File: src/rtl/stream_pkg.sv
// Shared types and constants for the word-stream source and its FIFO.
package stream_pkg;

  // Default stream word width.
  localparam int DEFAULT_DW = 16;

  // Command sequencing states of the stream source.
  typedef enum logic [1:0] {
    IDLE = 2'd0,
    SEND = 2'd1,
    DONE = 2'd2
  } state_t;

  // Source selection latched with each accepted start.
  localparam logic MODE_FIFO    = 1'b0;
  localparam logic MODE_PATTERN = 1'b1;

  // Next word of the incrementing test pattern; wraps naturally at 2^16.
  function automatic logic [DEFAULT_DW-1:0] next_pattern(input logic [DEFAULT_DW-1:0] cur);
    return cur + DEFAULT_DW'(1);
  endfunction

endpackage

File: src/rtl/sync_fifo.sv
// Single-clock circular-buffer FIFO. Pointers carry one extra wrap bit so
// that full and empty are distinguished without a separate counter.
module sync_fifo #(
  parameter int DEPTH = 16,
  parameter int DW    = 16
) (
  input  logic                     i_clk,
  input  logic                     i_rstb,
  input  logic                     i_push,
  input  logic [DW-1:0]            i_data,
  input  logic                     i_pop,
  output logic [DW-1:0]            o_head,
  output logic                     o_full,
  output logic                     o_empty,
  output logic [$clog2(DEPTH):0]   o_level
);

  localparam int AW = $clog2(DEPTH);

  logic [DW-1:0] r_mem [DEPTH];
  logic [AW:0]   r_wr_ptr;
  logic [AW:0]   r_rd_ptr;
  logic [AW:0]   w_level;
  logic          w_push;
  logic          w_pop;

  // Occupancy and flags come straight from the registered pointers, so they
  // only reflect writes and pops of earlier edges.
  assign w_level = r_wr_ptr - r_rd_ptr;
  assign o_level = w_level;
  assign o_full  = (w_level == (AW+1)'(DEPTH));
  assign o_empty = (w_level == '0);
  assign o_head  = r_mem[r_rd_ptr[AW-1:0]];

  // A write while full is dropped even if a pop happens on the same edge.
  assign w_push = i_push & ~o_full;
  assign w_pop  = i_pop & ~o_empty;

  // Storage array; contents need no reset since the pointers gate visibility.
  always_ff @(posedge i_clk) begin
    if (w_push) begin
      r_mem[r_wr_ptr[AW-1:0]] <= i_data;
    end
  end

  // Pointer advance with synchronous active-low reset to the empty state.
  always_ff @(posedge i_clk) begin
    if (!i_rstb) begin
      r_wr_ptr <= '0;
      r_rd_ptr <= '0;
    end else begin
      if (w_push) begin
        r_wr_ptr <= r_wr_ptr + (AW+1)'(1);
      end
      if (w_pop) begin
        r_rd_ptr <= r_rd_ptr + (AW+1)'(1);
      end
    end
  end

endmodule

File: src/rtl/word_stream_source.sv
// Word source for the valid/ready stream: sends exactly `count` words per
// start, either from the host-loaded FIFO or as an incrementing pattern,
// and reports completion and FIFO underrun.
module word_stream_source
  import stream_pkg::*;
#(
  parameter int DEPTH = 16,
  parameter int DW    = DEFAULT_DW
) (
  input  logic                     i_clk,
  input  logic                     i_rstb,
  input  logic                     i_wr_en,
  input  logic [DW-1:0]            i_wr_data,
  output logic                     o_full,
  output logic [$clog2(DEPTH):0]   o_level,
  input  logic                     i_start,
  input  logic                     i_mode,
  input  logic [15:0]              i_count,
  input  logic [DW-1:0]            i_seed,
  output logic                     o_busy,
  output logic                     o_done,
  output logic                     o_underrun,
  output logic                     o_valid,
  input  logic                     i_ready,
  output logic [DW-1:0]            o_dout
);

  state_t        r_state;
  logic [15:0]   r_remaining;
  logic [DW-1:0] r_pat;
  logic          r_mode;
  logic          r_busy;
  logic          r_done;
  logic          r_underrun;

  logic [DW-1:0] w_head;
  logic          w_empty;
  logic          w_valid;
  logic          w_xfer;
  logic          w_pop;

  sync_fifo #(
    .DEPTH (DEPTH),
    .DW    (DW)
  ) u_fifo (
    .i_clk   (i_clk),
    .i_rstb  (i_rstb),
    .i_push  (i_wr_en),
    .i_data  (i_wr_data),
    .i_pop   (w_pop),
    .o_head  (w_head),
    .o_full  (o_full),
    .o_empty (w_empty),
    .o_level (o_level)
  );

  // Stream handshake is derived only from registered state and the FIFO
  // pointers, never from ready, so downstream cannot form a loop through us.
  assign w_valid = (r_state == SEND) && ((r_mode == MODE_PATTERN) || !w_empty);
  assign w_xfer  = w_valid & i_ready;
  assign w_pop   = w_xfer & (r_mode == MODE_FIFO);

  assign o_valid    = w_valid;
  assign o_dout     = w_valid ? ((r_mode == MODE_PATTERN) ? r_pat : w_head) : '0;
  assign o_busy     = r_busy;
  assign o_done     = r_done;
  assign o_underrun = r_underrun;

  // Command FSM with the word counter, pattern register and status flags.
  always_ff @(posedge i_clk) begin
    if (!i_rstb) begin
      r_state     <= IDLE;
      r_remaining <= '0;
      r_pat       <= '0;
      r_mode      <= MODE_FIFO;
      r_busy      <= 1'b0;
      r_done      <= 1'b0;
      r_underrun  <= 1'b0;
    end else begin
      case (r_state)
        IDLE: begin
          r_done <= 1'b0;
          if (i_start) begin
            if (i_count != 16'd0) begin
              r_remaining <= i_count;
              r_mode      <= i_mode;
              r_pat       <= i_seed;
              r_underrun  <= 1'b0;
              r_busy      <= 1'b1;
              r_state     <= SEND;
            end else begin
              r_done  <= 1'b1;
              r_state <= DONE;
            end
          end
        end

        SEND: begin
          if ((r_mode == MODE_FIFO) && w_empty) begin
            r_underrun <= 1'b1;
          end
          if (w_xfer) begin
            r_remaining <= r_remaining - 16'd1;
            if (r_mode == MODE_PATTERN) begin
              r_pat <= next_pattern(r_pat);
            end
            if (r_remaining == 16'd1) begin
              r_busy  <= 1'b0;
              r_done  <= 1'b1;
              r_state <= DONE;
            end
          end
        end

        DONE: begin
          r_done  <= 1'b0;
          r_state <= IDLE;
        end

        default: begin
          r_busy  <= 1'b0;
          r_done  <= 1'b0;
          r_state <= IDLE;
        end
      endcase
    end
  end

endmodule

File: config.mk
export PLATFORM = sky130hd
export DESIGN_NAME = word_stream_source
export DESIGN_NICKNAME = d
export VERILOG_FILES = /design/src/rtl/stream_pkg.sv /design/src/rtl/sync_fifo.sv /design/src/rtl/word_stream_source.sv
export SDC_FILE = /design/constraint.sdc
export NUM_CORES = 1
export LEC_CHECK = 0
export CAP_MARGIN = 10
export CORE_AREA = 10 10 167 169
export DETAILED_ROUTE_END_ITERATION = 8
export DIE_AREA = 0 0 177 179
export PLACE_DENSITY = 0.74
export SLEW_MARGIN = 5
export SYNTH_ARGS = -nofsm -noshare
export SYNTH_HDL_FRONTEND = slang
export SYNTH_SLANG_ARGS = --single-unit
File: constraint.sdc
create_clock -name i_clk -period 3.4 [get_ports i_clk]
set_input_delay 0.51 -clock i_clk [delete_from_list [all_inputs] [get_ports i_clk]]
set_output_delay 0.51 -clock i_clk [all_outputs]
set_load 0.02 [all_outputs]
# Yosys cells after proc, flatten, opt, wreduce, memory -nomap -nowiden
# Memories as Yosys holds them, arrays and structs flattened. A register that Yosys moved wholly into a read port is not among the register bits.
# Cells that the tools add are included.
classes:
  add_sub_neg: 5
  eq_ne: 10
  n_mux: 34
  bitwise_logic: 8
  n_reduce_logical: 15
ops:
  columns: ["operator", "count"]
  rows:
  - ["2-to-1 mux 16 bit", 9]
  - ["one-hot mux 16 bit (2 select lines)", 2]
  - ["adder 16 x 1 -> 16 bit (second input constant)", 1]
  - ["== test 16 x 1 -> 1 bit (second input constant)", 1]
  - ["nonzero test 16 bit", 1]
  - ["subtractor 16 x 1 -> 16 bit (second input constant)", 1]
  - ["2-to-1 mux 1 bit", 13]
  - ["adder 5 x 1 -> 5 bit (second input constant)", 2]
  - ["AND reduction 5 bit", 2]
  - ["2-to-1 mux 2 bit", 4]
  - ["2-to-1 mux 4 bit", 2]
  - ["!= test 2 bit (second input constant)", 4]
  - ["AND reduction 4 bit", 2]
  - ["AND reduction 3 bit", 2]
  - ["== test 5 bit (second input constant)", 1]
  - ["logical NOT 5 bit", 1]
  - ["subtractor 5 bit", 1]
  - ["bitwise AND 1 bit", 4]
  - ["!= test 2 x 1 -> 1 bit (second input constant)", 2]
  - ["NOT 1 bit", 4]
  - ["one-hot mux 1 bit (2 select lines)", 2]
  - ["one-hot mux 2 bit (2 select lines)", 1]
  - ["one-hot mux 1 bit (3 select lines)", 1]
  - ["== test 2 x 1 -> 1 bit (second input constant)", 1]
  - ["7 further kinds", 8]
totals:
  ff_bits: 48
  ram_bits: 256
  out_inout_bits: 26
  word_cells: 82
  mem_count: 1
memory_table:
  columns: ["memory", "depth", "width", "read_ports", "rd_clocked_by_memory_dff", "wr", "line", "text"]
  rows:
  - ["u_fifo.r_mem", 16, 16, 1, 1, 1, "sync_fifo.sv:20", "logic [DW-1:0] r_mem [DEPTH];"]

# Logic depth before layout (Yosys ltp)
# Gate-level depths: netlist (run 1).
logic_depth:
  word_depth: 10
  depth_mapped: 12
  mapped_depth_nobuf: 10

# Hierarchy
# A second synthesis (run 1) with hierarchy kept.
hier_totals:
  cells_unflattened: 818
  area_unflattened_um2: 13178.9
by_module_without_submodules:
  columns: ["module", "n_inst", "cells_each", "area_per_inst_um2", "seq_area_each_um2"]
  rows:
  - ["sync_fifo", 1, 469, 10570.1, 7967.6]
  - ["word_stream_source", 1, 349, 2608.8, 760.7]

# Least setup slack after synthesis (run 1)
# No wires, ideal clock.
synth_timing:
  kind: "flip-flop to output port"
  from: "register u_fifo.r_wr_ptr[0]"
  to: "output o_dout[13]"
  t_arrival_ps: 3548
  required_ps: 2890
  setup_slack_ps: -658
  stages_incl_launch_ff: 11
  cell_sequence: "dfxtp_1 > inv_1 > ha_1 > fa_1 > xnor2_1 > nor2_1 > mux2i_2 > or3_1 > buf_6 > nand2_1 > a2111oi_0"
synth_between:
  elab_chain_len: 6
synth_lines:
  columns: ["item", "line", "text"]
  rows:
  - ["from (decl)", "sync_fifo.sv:21", "logic [AW:0] r_wr_ptr;"]
  - ["from (signal assigned)", "sync_fifo.sv:53", "r_wr_ptr <= r_wr_ptr + (AW+1)'(1);"]
  - ["subtractor 5 bit", "sync_fifo.sv:29", "assign w_level = r_wr_ptr - r_rd_ptr;"]
  - ["net o_level[2]", "word_stream_source.sv:15", "output logic [$clog2(DEPTH):0] o_level,"]
  - ["logical NOT 5 bit", "sync_fifo.sv:32", "assign o_empty = (w_level == '0);"]
  - ["logical NOT 1 bit", "word_stream_source.sv:59", "assign w_valid = (r_state == SEND) && ((r_mode == MODE_PATTERN) || !w_empty);"]
  - ["logical OR 1 bit", "word_stream_source.sv:59", null]
  - ["logical AND 1 bit", "word_stream_source.sv:59", null]
  - ["2-to-1 mux 16 bit", "word_stream_source.sv:64", "assign o_dout = w_valid ? ((r_mode == MODE_PATTERN) ? r_pat : w_head) : '0;"]
  - ["to (decl)", "word_stream_source.sv:25", "output logic [DW-1:0] o_dout"]
# The timed path passes the listed nets, and every way through them passes these cells.

# Worst setup path in the final report (run 1)
layout_timing:
  from: "register u_fifo.r_wr_ptr[0]"
  to: "output o_dout[9]"
layout_between:
  elab_chain_len: 6
layout_lines:
  columns: ["item", "line"]
  rows:
  - ["subtractor 5 bit", "sync_fifo.sv:29"]
  - ["logical NOT 5 bit", "sync_fifo.sv:32"]
  - ["logical NOT 1 bit", "word_stream_source.sv:59"]
  - ["logical OR 1 bit", "word_stream_source.sv:59"]
  - ["logical AND 1 bit", "word_stream_source.sv:59"]
  - ["2-to-1 mux 16 bit", "word_stream_source.sv:64"]
# No other way between the ends.

==> summary.txt, run 1 <==
Status
  • Outcome: finished with violations
  • Failing checks: setup timing

Clock tree
  • CTS H-tree lvls: 1
  • Clock Sinks: 308
  • Clock buffer depth: 3
  • CTS Root Buffer Type: clkbuf_16
  • Total CTS buffers: 29
  • Post-CTS Hold Buffers: 0
  • CTS tree: built
  • Clk pin slew, worst setup/hold paths: 60 ps
  • Clock latency on the worst-skew pair: 560 ps

Logic synthesis
  • Async S/R FF share, synth: 0%
  • Synth cell count leaders: 256 x edfxtp_1, 64 x mux4_2, 57 x nor2_1
  • Post-synthesis register bit count: 308
  • Post-Syn Area: about 13000 sq um
  • Post-synth EDFFs: 256
  • Cells after synthesis: roughly 850
  • Dominant synthesized flop cell: edfxtp_1
  • Ys Warns: 0
  • Synth area leaders: edfxtp_1 59%, mux4_2 11%, dfxtp_1 8.0%
  • Most frequent cell after synthesis: edfxtp_1
  • Dominant cell type by area after synthesis: edfxtp_1
  • Synth top area share: 58.7%
  • Mapped Nets: 920
  • Yosys cell types: 56
  • Mean post-synth cell area: between 15 and 20 sq um
  • Seq/Total Area, Yosys: 66.7%

STA
  • Slew headroom: 47.2%
  • Final setup TNS: -518 ps
  • Fin crit period: 3450 ps
  • Slew Limit Fails: 0
  • RSZ-0062 raised after global routing: true
  • Final period util: 102%
  • # setup viols final: 17
  • Fin Hold WS: 495 ps
  • Worst Clk Skew: 16.7 ps
  • Setup WS post-layout: -51.4 ps
  • Final hold viol count: 0
  • Worst-Margin Slew: 793 ps
  • Max Clk Rate: 290 MHz

Run
  • Max Cap Viol: 0

Layout
  • Multi-input logic area: 4340 sq um
  • FF+latch area: 8740 sq um
  • Filler Cell Count: 1675
  • Final core utilization: 63.8%
  • NumNets Final: 1035
  • Area Overhead vs Synth: 20.6%
  • Share of cells above drive strength 1: 24.6%

GRT
  • Initial antenna violation count: 1
  • GRT Util Overall: 19.7%
  • Largest net degree at the start of global routing: 47
  • Number of global-route vias before repair: 7985
  • Global-route wire length before repair: approximately 48000 um
  • Gr ovfl total: 0

Power
  • Static leakage: 5.14 nW
  • Pwr Density: 545 nW/um^2
  • Maximum vdd drop: 0.342 mV

Worst setup path
  • Worst setup SP type: flop
  • R2R Setup Slk: about 500 ps
  • CP required: 2890 ps
  • Largest fanout on the critical path: 8
  • CP endpoint kind: primary output
  • CP arrival: 2940 ps
  • Critical setup path kind: flop to primary output

Floorplan
  • Die ar.: around 32000 sq um
  • CORE AREA: ~25000 sq um
  • Die width: between 150 and 200 um
  • Die height: roughly 180 um
  • Initial Utilization: a little over half
  • Ports: 80
  • Num rows: 58

Drt
  • Vias: around 8k
  • Vias/cell: 6.18
  • Met3 routed WL: 2430 um
  • Post-detailed-routing wire length: 31900 um
  • Met1 WL: 13200 um
  • Remaining antenna violation count after routing: 0
  • Average wire per standard cell: 24.1 um
  • Top Layer Used: met4
  • DR WL met2: 15500 um
  • DRT iter0 DRCs: approximately 1.0k
  • DRT Pass-1 Iters: 5
  • DRC viols: 0

Worst hold path
  • Tightest Hold Check Type: flop to flop

Placement
  • Number of port buffers: 79
  • DP Wirelength: between 15000 and 20000 um
  • Routability cong.: 0.885
  • Pre-CTS setup slack: -33.4 ps
==> placed cells by master, fill, tap and decap left out, types with 11 or more instances in the layout <==
master	netlist	layout
edfxtp_1	256	256
mux4_2	64	64
clkdlybuf4s50_1	0	60
buf_4	0	53
dfxtp_1	52	48
nor2_1	57	46
nand2_1	43	42
a21oi_1	40	39
clkbuf_16	0	29
o21ai_0	21	21
nand3_1	19	19
nor3_1	21	16
nor4_1	16	15
buf_6	2	15
mux2_2	14	14
and3_1	14	14
mux2i_1	13	13
clkbuf_1	38	13
inv_1	14	12
o31ai_1	12	12
nor2b_1	15	11
o221ai_1	11	11
==> path summary, 6_finish.rpt <==
path                                    startpoint            endpoint  depth (start not counted)
worst max register to register  u_fifo.r_wr_ptr[0]  u_fifo.r_mem[2][4]                         11
worst min-delay path                        o_done              o_done                          1
worst min register to register              o_done              o_done                          1
worst max-delay path            u_fifo.r_wr_ptr[0]           o_dout[9]                         11
==> logic make-up (layout without fill, tap and decap cells) <==
| kind of cell | after synthesis | count (layout) | synth area share [%] |
|---|---|---|---|
| mux | 92 | 92 | 13.3 |
| xor+xnor | 9 | 9 | 0.660 |
| buf+inv | 68 | 206 | 2.16 |
| fa+ha+maj | 13 | 13 | 1.30 |
| compound gates | 147 | 147 | 7.70 |
| other cells | 0 | 1 | 0 |
| simple gates | 216 | 216 | 8.17 |
| flops | 308 | 308 | 66.7 |
==> final cells by class <==
type | instances | share of cell area, %
well taps | 330 | 2.62
clock inverters | 12 | 0.785
inverters | 15 | 0.357
multi-input cells | 477 | 27.5
diodes | 1 | 0.0159
flip-flops and latches | 308 | 55.3
repair buffers | 137 | 8.51
clock buffers | 42 | 4.91
==> state kept, by name, summed over array words and instances (netlist names), 2 cells and up, named ones only <==
name             cells
r_state              2
u_fifo.r_mem       256
r_pat               16
r_remaining         16
u_fifo.r_rd_ptr      5
u_fifo.r_wr_ptr      5
==> per-layer routing <==
| layer | global-route usage [%] | vias up |
|---|---|---|
| met5 | 0 | - |
| met4 | 5.11 | 0 |
| met3 | 2.86 | 53 |
| met2 | 32.5 | 366 |
| met1 | 27.1 | 4118 |
| li1 | - | 3628 |
==> power by group <==
group | switching [W] | total, W | internal (W)
sequential | 0.0000879 | 0.00428 | 0.00419
clock | 0.00136 | 0.00310 | 0.00174
combinational | 0.000696 | 0.00123 | 0.000538
total | 0.00214 | 0.00861 | 0.00647
==> stage by stage <==
stage	instances	total power (W)	cell area, sq um
CTS	1319	0.00860	15600
detailed placement	1256	0.00544	14500
global route	1321	0.00889	15800
global placement	1256	0.00543	14500
finish	1322	0.00861	15800
floorplan	853	0.00500	13100
==> critical path, stage by stage, from the launching register on <==
cell     delay, ps
dfxtp_2        330
inv_2           50
ha_4           150
fa_2           550
inv_2           70
nor4_4         230
mux2i_2        130
or3_4          380
nand2_8        120
buf_12         170
nor3_4          50
buf_6          160
==> repair_timing <==
| action | in CTS | in global routing |
|---|---|---|
| gates resized for setup | 134 | 21 |
| setup endpoints to repair | 18 | 17 |
| buffers inserted | 8 | 2 |
| pin swaps | 11 | 13 |
| cloned | 1 | 0 |
Power figures use the tool's default switching activity.
==> run 2, diff against run 1 <==
- CORE_AREA: 10 10 167 169 -> 2 2 159 161
- DIE_AREA: 0 0 177 179 -> 0 0 161 163
==> summary.txt, run 2 (same netlist as run 1, synthesis figures left out) <==
Status
  • Outcome: finished with violations
  • Failing checks: setup timing

Floorplan
  • CORE AREA: 24700 sq um (-0.29%)
  • Die ar.: 26200 sq um (-17%)
  • Num rows: 58 (unchanged)
  • Die width: 161 um (-9.0%)
  • Ports: 80 (unchanged)
  • Initial Utilization: 53.0% (+0.16 points)
  • Die height: 163 um (-8.9%)

Worst setup path
  • Reg2Reg Launch Point: u_fifo.r_wr_ptr[0]
  • CP peak stage delay: 400 ps (-150 ps)
  • R2R Setup Slk: 460 ps (-40 ps)
  • Critical setup path kind: flop to primary output
  • CP arrival: 2960 ps (+20 ps)
  • Largest fanout on the critical path: 8 (unchanged)
  • Worst R2R End: u_fifo.r_mem[6][15]
  • CP required: 2890 ps (about the same)
  • CP Cell Sequence: inv_2 -> ha_4 -> fa_2 -> nand2b_4 -> a21oi_4 -> xor2_2 -> inv_2 -> or3_4 -> nand2_8 -> buf_12 -> nor2_2 -> buf_6
  • Worst Reg-to-Reg Cells: 11 (unchanged)
  • Slowest stage cell, crit path: fa_2
  • CP dominant cell by count: inv_2
  • CP endpoint kind: primary output
  • Worst setup SP type: flop

Placement
  • DP Wirelength: 18600 um (-1.7%)
  • Routability cong.: 0.851 (-3.9%)
  • Pre-CTS setup slack: -30.1 ps (+3.21 ps)
  • Dpl cell area: 14600 sq um (+0.38%)
  • Number of port buffers: 79 (unchanged)

Clock tree
  • Clock buffer depth: 3 (unchanged)
  • CTS Root Buffer Type: clkbuf_16
  • Clock Sinks: 308 (unchanged)
  • Clk pin slew, worst setup/hold paths: 60 ps (about the same)
  • CTS H-tree lvls: 1 (unchanged)
  • Clock latency on the worst-skew pair: 560 ps (about the same)
  • Post-CTS Hold Buffers: 0 (unchanged)
  • CTS tree: built
  • Total CTS buffers: 29 (unchanged)

Drt
  • Vias/cell: 6.19 (+0.19%)
  • Average wire per standard cell: 23.4 um (-2.7%)
  • Top Layer Used: met4
  • Remaining antenna violation count after routing: 0 (unchanged)
  • Met1 WL: 12800 um (-3.6%)
  • Post-detailed-routing wire length: 31000 um (-2.6%)
  • Vias: 8193 (+0.34%)
  • DRT Pass-1 Iters: 5 (unchanged)
  • DRC viols: 0 (unchanged)
  • Met3 routed WL: 2330 um (-3.8%)
  • DRT iter0 DRCs: 856 (-16%)
  • DR WL met2: 15200 um (-2.2%)

STA
  • # setup viols final: 17 (unchanged)
  • Final hold viol count: 0 (unchanged)
  • Worst Clk Skew: 12.3 ps (-4.38 ps)
  • Fin crit period: 3470 ps (+15.8 ps)
  • Slew Limit Fails: 0 (unchanged)
  • Slew headroom: 52.1% (+4.9 points)
  • Worst-Margin Slew: 719 ps (-73.8 ps)
  • Max Clk Rate: 288 MHz (-0.46%)
  • Setup WS post-layout: -67.1 ps (-15.8 ps)
  • RSZ-0062 raised after global routing: true
  • Final period util: 102% (+0.46 points)
  • Final setup TNS: -902 ps (-384 ps)

Worst hold path
  • Hold path start: o_done
  • Worst Hold Path EP: o_done
  • Hold Path Depth: 1 (unchanged)
  • Tightest Hold Check Type: flop to flop

Layout
  • Fin area: 15900 sq um (+0.58%)
  • NumNets Final: 1040 (+0.48%)
  • Area Overhead vs Synth: 21.3%
  • Commonest non-fill, non-tap cell in the layout: edfxtp_1
  • Share of cells above drive strength 1: 25.3% (+0.63 points)
  • Antenna diode count: 0 (-1)
  • Max FFs per register: 256 (unchanged)
  • Commonest non-fill, non-tap cells in the layout: 256 x edfxtp_1, 64 x mux4_2, 60 x clkdlybuf4s50_1, 55 x buf_4, 48 x dfxtp_1

Power
  • Maximum vdd drop: 0.320 mV (-6.5%)
  • Static leakage: 5.18 nW (+0.89%)
  • Pwr Density: 546 nW/um^2 (+0.21%)
  • Power after layout: 0.00868 W (+0.79%)

GRT
  • Gr ovfl total: 0 (unchanged)
  • Initial antenna violation count: 0 (-1)
  • Number of global-route vias before repair: 8011 (+0.33%)
  • Global-route wire length before repair: 46700 um (-2.9%)
  • Largest net degree at the start of global routing: 41 (-13%)
  • GRT Util Overall: 23.5% (+3.8 points)

Run
  • Max Cap Viol: 0 (unchanged)
==> run 2: changes by cell type in the layout (fill, tap and decap cells not counted), sizes merged <==
cell,previous run,this run
buf,76,81
diode,1,0
clkbuf,42,41
bufinv,2,3
clkinv,8,7
clkinvlp,1,0
==> run 2: layout make-up <==
| class | count | area (sq um) |
|---|---|---|
| Clock buffer | 41 | 781 |
| Multi-Input combinational cell | 477 | 4340 |
| Sequential cell | 308 | 8740 |
| Clock inverter | 11 | 144 |
| Inverter | 15 | 56.3 |
| Fill cell | 1693 | 8790 |
| Tap cell | 330 | 413 |
| Timing Repair Buffer | 142 | 1410 |
==> run 2: worst max-delay path by stage <==
stage / slack (ps) / start / depth (start not counted) / to
after global placement: 5 / u_fifo.r_wr_ptr[0] / 12 / o_dout[13]
after global routing: -170 / u_fifo.r_wr_ptr[0] / 12 / o_dout[12]
final: -70 / u_fifo.r_wr_ptr[0] / 12 / o_dout[3]
after floorplan: -20 / u_fifo.r_wr_ptr[0] / 10 / o_dout[13]
after detailed placement: -30 / u_fifo.r_wr_ptr[0] / 12 / o_dout[4]
after CTS: -50 / u_fifo.r_wr_ptr[0] / 11 / o_dout[9]
==> run 2: repair_timing <==
| item | 4_1_cts | 5_1_grt |
|---|---|---|
| buffers inserted | 10 | 1 |
| resized for setup | 134 | 22 |
| pin swaps | 14 | 9 |
| setup endpoints to repair | 19 | 17 |
| cloned | 1 | 0 |
==> run 2: metal layers <==
layer | GRT usage (%) | up-vias
met5 | 0 | -
met4 | 6.01 | 0
met3 | 3.39 | 54
met2 | 39.1 | 330
met1 | 33.2 | 4171
li1 | - | 3638
==> run 2: where the power goes <==
group          total [W]  switching (W)  internal [W]
registers        0.00428      0.0000868       0.00419
logic            0.00125       0.000703      0.000544
clock network    0.00315        0.00132       0.00183
total            0.00868        0.00211       0.00656
==> run 2: critical path, delay by kind of cell, from the launching register on <==
family	cells	cell delay, ps
adders and majority gates	2	550
xor gates and xnor gates	1	180
and+or+nand+nor	4	760
buffers and inverters	4	410
AOI/OAI and AO/OA	1	140
DFF	1	340
==> run 2: stage by stage <==
stage	instances	util (%)	hold slack (ps)
floorplan	853	-	454
global placement	1260	59.2	472
detailed placement	1260	59.2	457
CTS	1323	63.8	471
global route	1324	64.4	489
finish	1324	64.4	472
==> run 3, diff against run 2 <==
- RECOVER_POWER: not set -> 50
==> summary.txt, run 3 (same netlist as run 1, synthesis figures left out) <==
Clock tree
  • CTS H-tree lvls: 1 (unchanged)
  • Clock buffer depth: 3 (unchanged)
  • CTS tree: built
  • Total CTS buffers: 29 (unchanged)
  • Clk pin slew, worst setup/hold paths: 60 ps (about the same)
  • Clock Sinks: 308 (unchanged)
  • Clock latency on the worst-skew pair: 550 ps (about the same)
  • CTS Root Buffer Type: clkbuf_16

Power
  • Switch Pwr: 0.00211 W (-0.17%)
  • Clock power frac: 36.3% (about the same)
  • Pint: 0.00655 W (-0.12%)
  • Sequential fraction of design power: 49.4% (about the same)
  • Maximum vdd drop: 0.321 mV (+0.37%)
  • Pwr Density: 546 nW/um^2 (about the same)
  • Sw Share: 24.4% (about the same)
  • Static leakage: 5.19 nW (+0.10%)
  • Combinational share of power: 14.3% (about the same)

Worst hold path
  • Tightest Hold Check Type: flop to flop

Floorplan
  • CORE AREA: 24700 sq um (unchanged)
  • Initial Utilization: 53.0% (unchanged)
  • Num rows: 58 (unchanged)
  • Die width: 161 um (unchanged)
  • Die ar.: 26200 sq um (unchanged)
  • Ports: 80 (unchanged)
  • Die height: 163 um (unchanged)

STA
  • # setup viols final: 17 (unchanged)
  • Fin Hold WS: 467 ps (-5.06 ps)
  • Slew Limit Fails: 0 (unchanged)
  • Max Clk Rate: 288 MHz (about the same)
  • Final period util: 102% (about the same)
  • Fin crit period: 3470 ps (+3.23 ps)
  • Worst Clk Skew: 11.6 ps (-0.704 ps)
  • Worst-Margin Slew: 811 ps (+91.8 ps)
  • Setup WS post-layout: -70.4 ps (-3.23 ps)
  • Final hold viol count: 0 (unchanged)
  • RSZ-0062 raised after global routing: true
  • Slew headroom: 46.0% (-6.1 points)

Layout
  • Antenna diode count: 0 (unchanged)
  • Commonest non-fill, non-tap cells in the layout: 256 x edfxtp_1, 64 x mux4_2, 53 x buf_4, 48 x dfxtp_1, 46 x nor2_1
  • Share of cells above drive strength 1: 25.1% (-0.20 points)
  • NumNets Final: 1040 (unchanged)
  • Max FFs per register: 256 (unchanged)
  • Commonest non-fill, non-tap cell in the layout: edfxtp_1
  • Area Overhead vs Synth: 21.3% (about the same)

Worst setup path
  • Worst setup SP type: flop
  • CP required: 2890 ps (about the same)
  • R2R Setup Slk: 450 ps (about the same)
  • Reg2Reg Launch Point: u_fifo.r_wr_ptr[0]
  • Setup crit end: o_dout[3]
  • Worst Reg-to-Reg Cells: 11 (unchanged)
  • Worst R2R End: u_fifo.r_mem[6][15]
  • Slowest stage cell, crit path: fa_2
  • CP arrival: 2960 ps (about the same)
  • CP endpoint kind: primary output
  • CP peak stage delay: 400 ps (about the same)
  • CP dominant cell by count: inv_2
  • CP Cell Sequence: inv_2 -> ha_4 -> fa_2 -> nand2b_4 -> a21oi_4 -> xor2_2 -> inv_2 -> or3_4 -> nand2_8 -> buf_12 -> nor2_2 -> buf_6
  • Worst Setup SP: u_fifo.r_wr_ptr[0]
  • Largest fanout on the critical path: 8 (unchanged)
  • Critical setup path kind: flop to primary output

Drt
  • DRC viols: 0 (unchanged)
  • Remaining antenna violation count after routing: 0 (unchanged)
  • Average wire per standard cell: 23.4 um (-0.23%)
  • DRT Pass-1 Iters: 7 (+2)
  • Vias/cell: 6.18 (about the same)
  • Vias: 8186 (-0.085%)
  • Post-detailed-routing wire length: 31000 um (-0.23%)
  • DRT iter0 DRCs: 916 (+7.0%)

Placement
  • DP Wirelength: 18600 um (unchanged)
  • Pre-CTS setup slack: -30.1 ps (unchanged)
  • Routability cong.: 0.851 (unchanged)
  • Number of port buffers: 79 (unchanged)

GRT
  • Largest net degree at the start of global routing: 41 (unchanged)
  • Initial antenna violation count: 0 (unchanged)
  • Number of global-route vias before repair: 8011 (unchanged)
  • GRT Util Overall: 23.5% (unchanged)
  • Gr ovfl total: 0 (unchanged)
  • Global-route wire length before repair: 46700 um (unchanged)

Run
  • Max Cap Viol: 0 (unchanged)

Status
  • Outcome: finished with violations
  • Failing checks: setup timing
[run 3: cell count changes in the layout (fill, tap and decap cells not counted)]
| cell | before | now |
|---|---|---|
| clkdlybuf4s50_1 | 60 | 40 |
| dlygate4sd3_1 | 0 | 20 |
| clkbuf_1 | 11 | 13 |
| buf_4 | 55 | 53 |
[run 3: worst min path at each step]
stage / startpoint / to / slack (ps) / depth (start not counted)
final: o_done / o_done / 470 / 1
after global routing: o_done / o_done / 480 / 1
after CTS: o_done / o_done / 470 / 1
after detailed placement: o_done / o_done / 460 / 1
after global placement: u_fifo.r_wr_ptr[4] / u_fifo.r_wr_ptr[4] / 470 / 2
after floorplan: u_fifo.r_wr_ptr[4] / u_fifo.r_wr_ptr[4] / 450 / 2
[run 3: power groups by stage]
| stage | clock (W) | sequential, W | combinational (W) |
|---|---|---|---|
| floorplan | 0 | 0.00432 | 0.000677 |
| global placement | 0 | 0.00435 | 0.00109 |
| detailed placement | 0 | 0.00435 | 0.00110 |
| CTS | 0.00321 | 0.00427 | 0.00119 |
| global route | 0.00335 | 0.00428 | 0.00133 |
| finish | 0.00315 | 0.00428 | 0.00124 |
[run 3: critical path: cells and delay by family, from the launching register on]
kind | cells | cell delay, ps
fa+ha+maj | 2 | 550
xor+xnor | 1 | 180
flops | 1 | 340
compound gates | 1 | 140
buf+inv | 4 | 410
simple gates | 4 | 760
[run 3: per-layer routing]
layer / track usage [%] / wire (um) / vias to the layer above
met2: 39.1 / 15200 / 325
li1: - / - / 3637
met5: 0 / 0 / -
met4: 6.01 / 702 / 0
met3: 3.39 / 2320 / 48
met1: 33.2 / 12800 / 4176
[run 3: per-stage QoR]
stage | instances | utilization (%) | instance area (sq um) | setup TNS, ps | power, W
5_1_grt | 1324 | 64.3 | 15900 | -2590 | 0.00897
4_1_cts | 1323 | 63.8 | 15700 | -474 | 0.00867
3_3_place_gp | 1260 | 59.2 | 14600 | 0 | 0.00543
6_report | 1324 | 64.3 | 15900 | -948 | 0.00867
2_1_floorplan | 853 | - | 13100 | -41.1 | 0.00500
3_5_place_dp | 1260 | 59.2 | 14600 | -54.2 | 0.00545
[run 3: cell type report]
cell class              instances  area (sq um)
clock buffers                  41           781
clock inverters                11           144
fillers                      1693          8800
inverters                      15          56.3
multi-input cells             477          4340
flip-flops and latches        308          8740
well taps                     330           413
repair buffers                142          1400
[run 3: repair_timing]
| item | CTS | global route |
|---|---|---|
| hold buffers | 0 | 0 |
| endpoints found under the setup margin | 19 | 17 |
| gates resized for setup | 134 | 22 |
| pin swaps | 14 | 9 |
| setup buffers | 10 | 1 |
| cloned | 1 | 0 |
